$ cat src/rtl/mem_arbiter_pkg.sv
// mem_arbiter_pkg: shared encodings for the byte-serial memory arbiter
package mem_arbiter_pkg;
  localparam logic [1:0] SZ_B = 2'b00;
  localparam logic [1:0] SZ_H = 2'b01;
  localparam logic [1:0] SZ_W = 2'b10;
  localparam logic [1:0] ST_IDLE = 2'd0;
  localparam logic [1:0] ST_RD = 2'd1;
  localparam logic [1:0] ST_WR = 2'd2;
  localparam logic [1:0] IO_ADDR_HI = 2'b11;
  localparam logic GNT_IF = 1'b0;
  localparam logic GNT_LSB = 1'b1;
  function automatic logic [2:0] size_bytes(input logic [1:0] sz);
    return sz == SZ_B ? 3'd1 : sz == SZ_H ? 3'd2 : 3'd4;
  endfunction
endpackage

$ cat src/rtl/mem_arbiter_byte_engine.sv
// mem_arbiter_byte_engine: per-byte beat sequencer and little-endian lane packer
module mem_arbiter_byte_engine
  import mem_arbiter_pkg::*;
#(
  parameter int AW = 32,
  parameter int DW = 32
) (
  input  logic          clk,
  input  logic          rst_in,
  input  logic          rdy_i,
  input  logic          flush_i,
  input  logic          start_i,
  input  logic          wr_i,
  input  logic [AW-1:0] addr_i,
  input  logic [2:0]    n_i,
  input  logic [DW-1:0] wdata_i,
  input  logic [7:0]    mem_din_i,
  output logic          busy_o,
  output logic          fin_o,
  output logic [DW-1:0] word_o,
  output logic [AW-1:0] mem_a_o,
  output logic          mem_wr_o,
  output logic [7:0]    mem_dout_o
);
  logic [1:0] state_q, state_d;
  logic [2:0] ic_q, ic_d, rc_q, rc_d, n_q, n_d;
  logic pend_q, pend_d, wr_q, wr_d;
  logic [AW-1:0] a_q, a_d;
  logic [7:0] dout_q, dout_d;
  logic [DW-1:0] wd_q, wd_d, buf_q, buf_d;
  always_comb begin
    state_d = state_q;
    ic_d = ic_q;
    rc_d = rc_q;
    n_d = n_q;
    pend_d = pend_q;
    wr_d = wr_q;
    a_d = a_q;
    dout_d = dout_q;
    wd_d = wd_q;
    buf_d = buf_q;
    fin_o = 1'b0;
    if (state_q == ST_IDLE && start_i) begin
      state_d = wr_i ? ST_WR : ST_RD;
      ic_d = 3'd1;
      rc_d = 3'd0;
      n_d = n_i;
      pend_d = 1'b0;
      wr_d = wr_i;
      a_d = addr_i;
      dout_d = wr_i ? wdata_i[7:0] : 8'd0;
      wd_d = wdata_i >> 8;
      buf_d = '0;
    end else if (state_q == ST_RD && flush_i) begin
      state_d = ST_IDLE;
      a_d = '0;
    end else if (state_q == ST_RD) begin
      // memory returns a byte one cycle after its address, so the first RD cycle has nothing to capture
      pend_d = 1'b1;
      if (ic_q < n_q) begin
        a_d = a_q + AW'(1);
        ic_d = ic_q + 3'd1;
      end
      if (pend_q) begin
        buf_d = buf_q | (DW'(mem_din_i) << {rc_q, 3'b000});
        rc_d = rc_q + 3'd1;
        if (rc_q + 3'd1 == n_q) begin
          state_d = ST_IDLE;
          a_d = '0;
          fin_o = 1'b1;
        end
      end
    end else if (state_q == ST_WR && ic_q < n_q) begin
      a_d = a_q + AW'(1);
      ic_d = ic_q + 3'd1;
      dout_d = wd_q[7:0];
      wd_d = wd_q >> 8;
    end else if (state_q == ST_WR) begin
      state_d = ST_IDLE;
      a_d = '0;
      wr_d = 1'b0;
      dout_d = 8'd0;
      fin_o = 1'b1;
    end
  end
  always_ff @(posedge clk) begin
    if (!rst_in) begin
      state_q <= ST_IDLE;
      ic_q <= 3'd0;
      rc_q <= 3'd0;
      n_q <= 3'd0;
      pend_q <= 1'b0;
      wr_q <= 1'b0;
      a_q <= '0;
      dout_q <= 8'd0;
      wd_q <= '0;
      buf_q <= '0;
    end else if (rdy_i) begin
      state_q <= state_d;
      ic_q <= ic_d;
      rc_q <= rc_d;
      n_q <= n_d;
      pend_q <= pend_d;
      wr_q <= wr_d;
      a_q <= a_d;
      dout_q <= dout_d;
      wd_q <= wd_d;
      buf_q <= buf_d;
    end
  end
  assign busy_o = state_q != ST_IDLE;
  assign word_o = buf_d;
  assign mem_a_o = a_q;
  assign mem_wr_o = wr_q;
  assign mem_dout_o = dout_q;
endmodule

$ cat src/rtl/mem_arbiter.sv
// mem_arbiter: shares the byte-serial memory port between instruction fetch and the load/store buffer
module mem_arbiter
  import mem_arbiter_pkg::*;
#(
  parameter int ADDR_WIDTH = 32,
  parameter int DATA_WIDTH = 32
) (
  input  logic                  clk,
  input  logic                  rst_in,
  input  logic                  rdy_in,
  input  logic                  flush,
  input  logic                  io_buffer_full,
  input  logic [7:0]            mem_din,
  output logic [7:0]            mem_dout,
  output logic [ADDR_WIDTH-1:0] mem_a,
  output logic                  mem_wr,
  input  logic                  if_req,
  input  logic [ADDR_WIDTH-1:0] if_addr,
  output logic                  if_done,
  output logic [DATA_WIDTH-1:0] if_data,
  input  logic                  lsb_req,
  input  logic                  lsb_wr,
  input  logic [1:0]            lsb_size,
  input  logic [ADDR_WIDTH-1:0] lsb_addr,
  input  logic [DATA_WIDTH-1:0] lsb_wdata,
  output logic                  lsb_done,
  output logic [DATA_WIDTH-1:0] lsb_rdata
);
  logic busy, fin, lsb_ok, pick_lsb, start;
  logic [DATA_WIDTH-1:0] word;
  logic last_q, last_d, if_done_q, if_done_d, lsb_done_q, lsb_done_d;
  logic [DATA_WIDTH-1:0] if_data_q, if_data_d, lsb_rdata_q, lsb_rdata_d;
  // last_q doubles as the owner of the transfer in flight, since it updates at every grant
  always_comb begin
    lsb_ok = lsb_req && !(lsb_wr && io_buffer_full && lsb_addr[17:16] == IO_ADDR_HI);
    pick_lsb = lsb_ok && (!if_req || last_q == GNT_IF);
    start = !busy && !flush && !if_done_q && !lsb_done_q && (if_req || lsb_ok);
    last_d = start ? (pick_lsb ? GNT_LSB : GNT_IF) : last_q;
    if_done_d = fin && last_q == GNT_IF;
    lsb_done_d = fin && last_q == GNT_LSB;
    if_data_d = if_done_d ? word : if_data_q;
    lsb_rdata_d = (lsb_done_d && !mem_wr) ? word : lsb_rdata_q;
  end
  mem_arbiter_byte_engine #(.AW(ADDR_WIDTH), .DW(DATA_WIDTH)) u_engine (
    .clk        (clk),
    .rst_in     (rst_in),
    .rdy_i      (rdy_in),
    .flush_i    (flush),
    .start_i    (start),
    .wr_i       (pick_lsb && lsb_wr),
    .addr_i     (pick_lsb ? lsb_addr : if_addr),
    .n_i        (pick_lsb ? size_bytes(lsb_size) : 3'd4),
    .wdata_i    (lsb_wdata),
    .mem_din_i  (mem_din),
    .busy_o     (busy),
    .fin_o      (fin),
    .word_o     (word),
    .mem_a_o    (mem_a),
    .mem_wr_o   (mem_wr),
    .mem_dout_o (mem_dout)
  );
  always_ff @(posedge clk) begin
    if (!rst_in) begin
      last_q <= GNT_IF;
      if_done_q <= 1'b0;
      lsb_done_q <= 1'b0;
      if_data_q <= '0;
      lsb_rdata_q <= '0;
    end else if (rdy_in) begin
      last_q <= last_d;
      if_done_q <= if_done_d;
      lsb_done_q <= lsb_done_d;
      if_data_q <= if_data_d;
      lsb_rdata_q <= lsb_rdata_d;
    end
  end
  assign if_done = if_done_q;
  assign lsb_done = lsb_done_q;
  assign if_data = if_data_q;
  assign lsb_rdata = lsb_rdata_q;
endmodule
$ cat config.mk
export PLATFORM = sky130hd
export DESIGN_NAME = mem_arbiter
export DESIGN_NICKNAME = d
export VERILOG_FILES = /design/src/rtl/mem_arbiter_pkg.sv /design/src/rtl/mem_arbiter_byte_engine.sv /design/src/rtl/mem_arbiter.sv
export SDC_FILE = /design/constraint.sdc
export NUM_CORES = 1
export LEC_CHECK = 0
export ABC_AREA = 1
export BUFFER_PORTS_ARGS = -buffer_cell sky130_fd_sc_hd__buf_2
export CAP_MARGIN = 15
export CORE_UTILIZATION = 55
export DETAILED_ROUTE_END_ITERATION = 8
export HOLD_SLACK_MARGIN = 0.03
export PLACE_DENSITY = 0.78
export SLEW_MARGIN = 40
export SYNTH_ARGS = -nofsm -noshare
export SYNTH_HDL_FRONTEND = slang
export SYNTH_SLANG_ARGS = --single-unit
$ cat constraint.sdc
create_clock -name clk -period 2.2 [get_ports clk]
set_clock_uncertainty 0.05 [all_clocks]
set_input_delay 0.44 -clock clk [delete_from_list [all_inputs] [get_ports clk]]
set_output_delay 0.44 -clock clk [all_outputs]
set_load 0.05 [all_outputs]
==> impl_metrics.csv <==
group,metric,value,unit
timing,slew_headroom,0.579,
grt,grt_pass1_vias,9493,
timing,worst_slew_pin_slew,631,ps
setup_path,r2r_slack,-40,ps
finish,fin_area,12300,um2
setup_path,regToRegEndpoint,"lsb_rdata[10]",
synth,avgSynthCellArea,6.37,um2
setup_path,cp-startpoint,"u_engine.rc_q[1]",
setup_path,cpLargestDelayFamily,"simple AND/OR/NAND/NOR gates",
floorplan,die_w,133,um
grt,grt_max_degree,56,
finish,drive_above_1_share,0.235,
routing,drc_errors,0,
timing,setup_violations,10,
floorplan,num_rows,47,
clock_tree,cts.path.max_buffers,2,
floorplan,core,16600,um2
place,preCtsSetupSlack,-105,ps
setup_path,r2r_start,"u_engine.rc_q[1]",
routing,drt-total-wl,31.0,mm
timing,finalHoldViolCount,0,
synth,ys_warn_count,0,
routing,dr.pass1.iters,6,
hold_path,min_path_type,"input port to flip-flop",
timing,clock.fmax,446,MHz
clock_tree,clock_latency,430,ps
run,max_cap_viol_count,0,
synth,synth_top_area_frac,0.375,
finish,layout_common_cells,"nand2_1, buf_2, inv_1",
synth,ys_seq_area_frac,0.375,
power,combPwrFrac,0.274,
floorplan,start_util,0.564,
synth,synth_area,9390,um2
clock_tree,clk_pin_slew,70,ps
place,placed_cells,1906,
clock_tree,clock_sinks,176,
floorplan,die_height,133,um
grt,grt_use_total,0.337,
routing,final_antenna_net_count,0,
setup_path,cpPeakStageDelay,340,ps
setup_path,cp.arrival,2560,ps
place,dp_hpwl,21.1,mm
grt,grt_pass1_wl,47.5,mm
power,power_leakage,5.81,nW
setup_path,worstPathRequired,2510,ps
timing,min_period,2240,ps
synth,synthTopCellsByArea,"dfxtp_1, nand2_1, inv_1",
clock_tree,cts_buffers,17,
run_status,violations,"negative setup slack",
routing,wl_per_cell,15.9,um
synth,synth_area_leader_cell,"dfxtp_1",
timing,drv_slew,0,
grt,antenna_found_initial,2,
setup_path,worstPathCellList,"ha_4, xor2_1, nor2_1, nand3_2, o21ai_4, buf_4, nand4_4, buf_4, buf_16, nand2_1, nand2_1, nor2_1",
power,vdd_drop_max,633,uV
power,p_switching,3.19,mW
setup_path,cp-end-kind,"flip-flop",
setup_path,critPathKind,"flip-flop to flip-flop",
clock_tree,holdBufCountCts,0,
finish,nets,1846,
power,power_frac_clock,0.335,
run_status,status,"finished with violations",
synth,synth_cell_type_count,42,
routing,vias_per_cell,5.49,
setup_path,startpoint_type,"flip-flop",
setup_path,reg2reg_depth,12,
finish,final_common_cell,"nand2_1",
place,placed_area,11100,um2
power,p_int,5.87,mW
place,io_buffers,220,
place,gp_congestion,0.944,
hold_path,worstHoldPathCells,3,
timing,post-route-period-util,1.02,
clock_tree,cts_tree,"built",
timing,rsz0062_at_grt,"true",
floorplan,die_area,17600,um2
power,switching_share,0.352,
routing,vias,10700,
setup_path,worstPathMaxFanout,17,
floorplan,io_pins,221,
clock_tree,htreeDepth,4,
routing,drt-initial-drc-count,1288,
synth,syn-num-nets,1597,
hold_path,holdPathEnd,"u_engine.wd_q[16]",
clock_tree,cts_root_buffer,"clkbuf_16",
timing,whs,205,ps
finish,fill_cells,1401,
setup_path,crit_buf_inv,3,
synth,netlist_instances,1474,
power,pwr-share-seq,0.391,
setup_path,crit_path_top_delay_cell,"dfxtp_2",
hold_path,hold_start,"lsb_wdata[24]",
finish,area_growth,30.5,%
timing,setup_ws,-42.4,ps
finish,stdcell_count,1955,
grt,overflow,0,
timing,timing.setup.tns,-180,ps
power,power.density,739,nW/um2
synth,ys_ff_latch,176,
==> power by group through the flow <==
stage | sequential (mW) | combinational [mW] | clock [mW]
final | 3.54 | 2.48 | 3.04
after global routing | 3.56 | 2.68 | 3.20
after CTS | 3.53 | 2.35 | 3.06
after detailed placement | 3.59 | 2.30 | 0
after global placement | 3.59 | 2.27 | 0
after floorplan | 4.01 | 1.10 | 0
==> metrics by stage <==
stage	power (mW)	utilization
final	9.06	0.737
after global routing	9.43	0.737
after CTS	8.93	0.714
after detailed placement	5.90	0.669
after global placement	5.86	0.669
after floorplan	5.11	-
==> kinds of logic (layout without fill, tap and decap cells) <==
kind of cell,Yosys count,in the layout,synth area share
flops,176,176,0.375
other cells,0,2,0
fa+ha+maj,9,9,0.0120
simple gates,662,662,0.297
xor+xnor,7,7,0.00653
compound gates,332,332,0.190
mux,1,1,0.00120
buf+inv,287,546,0.119
==> what timing repair did <==
item                                    in CTS  in global routing
pin swaps                                    5                 14
endpoints found under the setup margin      18                100
resized for setup                            9                 66
cloned                                       3                  6
setup buffers                                2                  7
==> layer usage <==
layer	part of all wire	vias to the layer above	GRT usage	wire, um
met1	0.43	4838	0.466	13300
met5	0	-	0	0
li1	-	5248	-	-
met4	0.026	0	0.122	794
met3	0.092	67	0.0487	2860
met2	0.45	573	0.533	14100
==> final cells by class <==
type	count	area (um2)	area share
Multi-Input combinational cell	1011	4970	0.405
Sequential cell	176	3530	0.288
Timing Repair Buffer	310	2120	0.173
Inverter	207	779	0.0636
Clock buffer	20	447	0.0364
Tap cell	220	275	0.0225
Clock inverter	9	128	0.0104
Antenna cell	2	5.00	0.000408
==> cells in the mapped netlist (all sizes together) <==
cell and instances:
nand3 94, nand4 29, mux2 1, a32oi 8, and3 1, a211oi 3, clkbuf 47, o21bai 3
clkinv 2, xnor2 4, a21oi 140, a31oi 15, nor2 136, o211ai 6, o32ai 1, ha 9
o21ai 141, o31ai 2, inv 205, dfxtp 176, or2 2, nor3b 1, nand2 379, nor3 17
nand3b 1, a22oi 1, nor4 2, o21a 12, xor2 3, buf 33
==> worst reg2reg max path: stages (launching register included) <==
cell and delay [ps]:
dfxtp_2 340, ha_4 250, xor2_1 150, nor2_1 160, nand3_2 160, o21ai_4 200, buf_4 140, nand4_4 80
buf_4 210, buf_16 150, nand2_1 80, nand2_1 70, nor2_1 130
==> worst max path at each step <==
stage | end | slack [ps] | depth (start not counted)
3_3_place_gp | u_engine.mem_dout_o[2] | -60 | 8
4_1_cts | lsb_rdata[31] | 8 | 13
2_1_floorplan | u_engine.mem_a_o[30] | 150 | 12
5_1_grt | lsb_rdata[10] | -100 | 15
6_report | lsb_rdata[10] | -40 | 12
3_5_place_dp | u_engine.mem_dout_o[3] | -110 | 8
==> flip-flops by register name, summed over array words and instances (netlist names) <==
register,count
if_data,32
u_engine.n_q,3
u_engine.pend_q,1
if_done,1
u_engine.mem_a_o,32
u_engine.state_q,2
u_engine.mem_wr_o,1
u_engine.buf_q,32
lsb_done,1
last_q,1
u_engine.wd_q,24
u_engine.ic_q,3
lsb_rdata,32
u_engine.rc_q,3
u_engine.mem_dout_o,8
(Power assumes the default switching activity.)
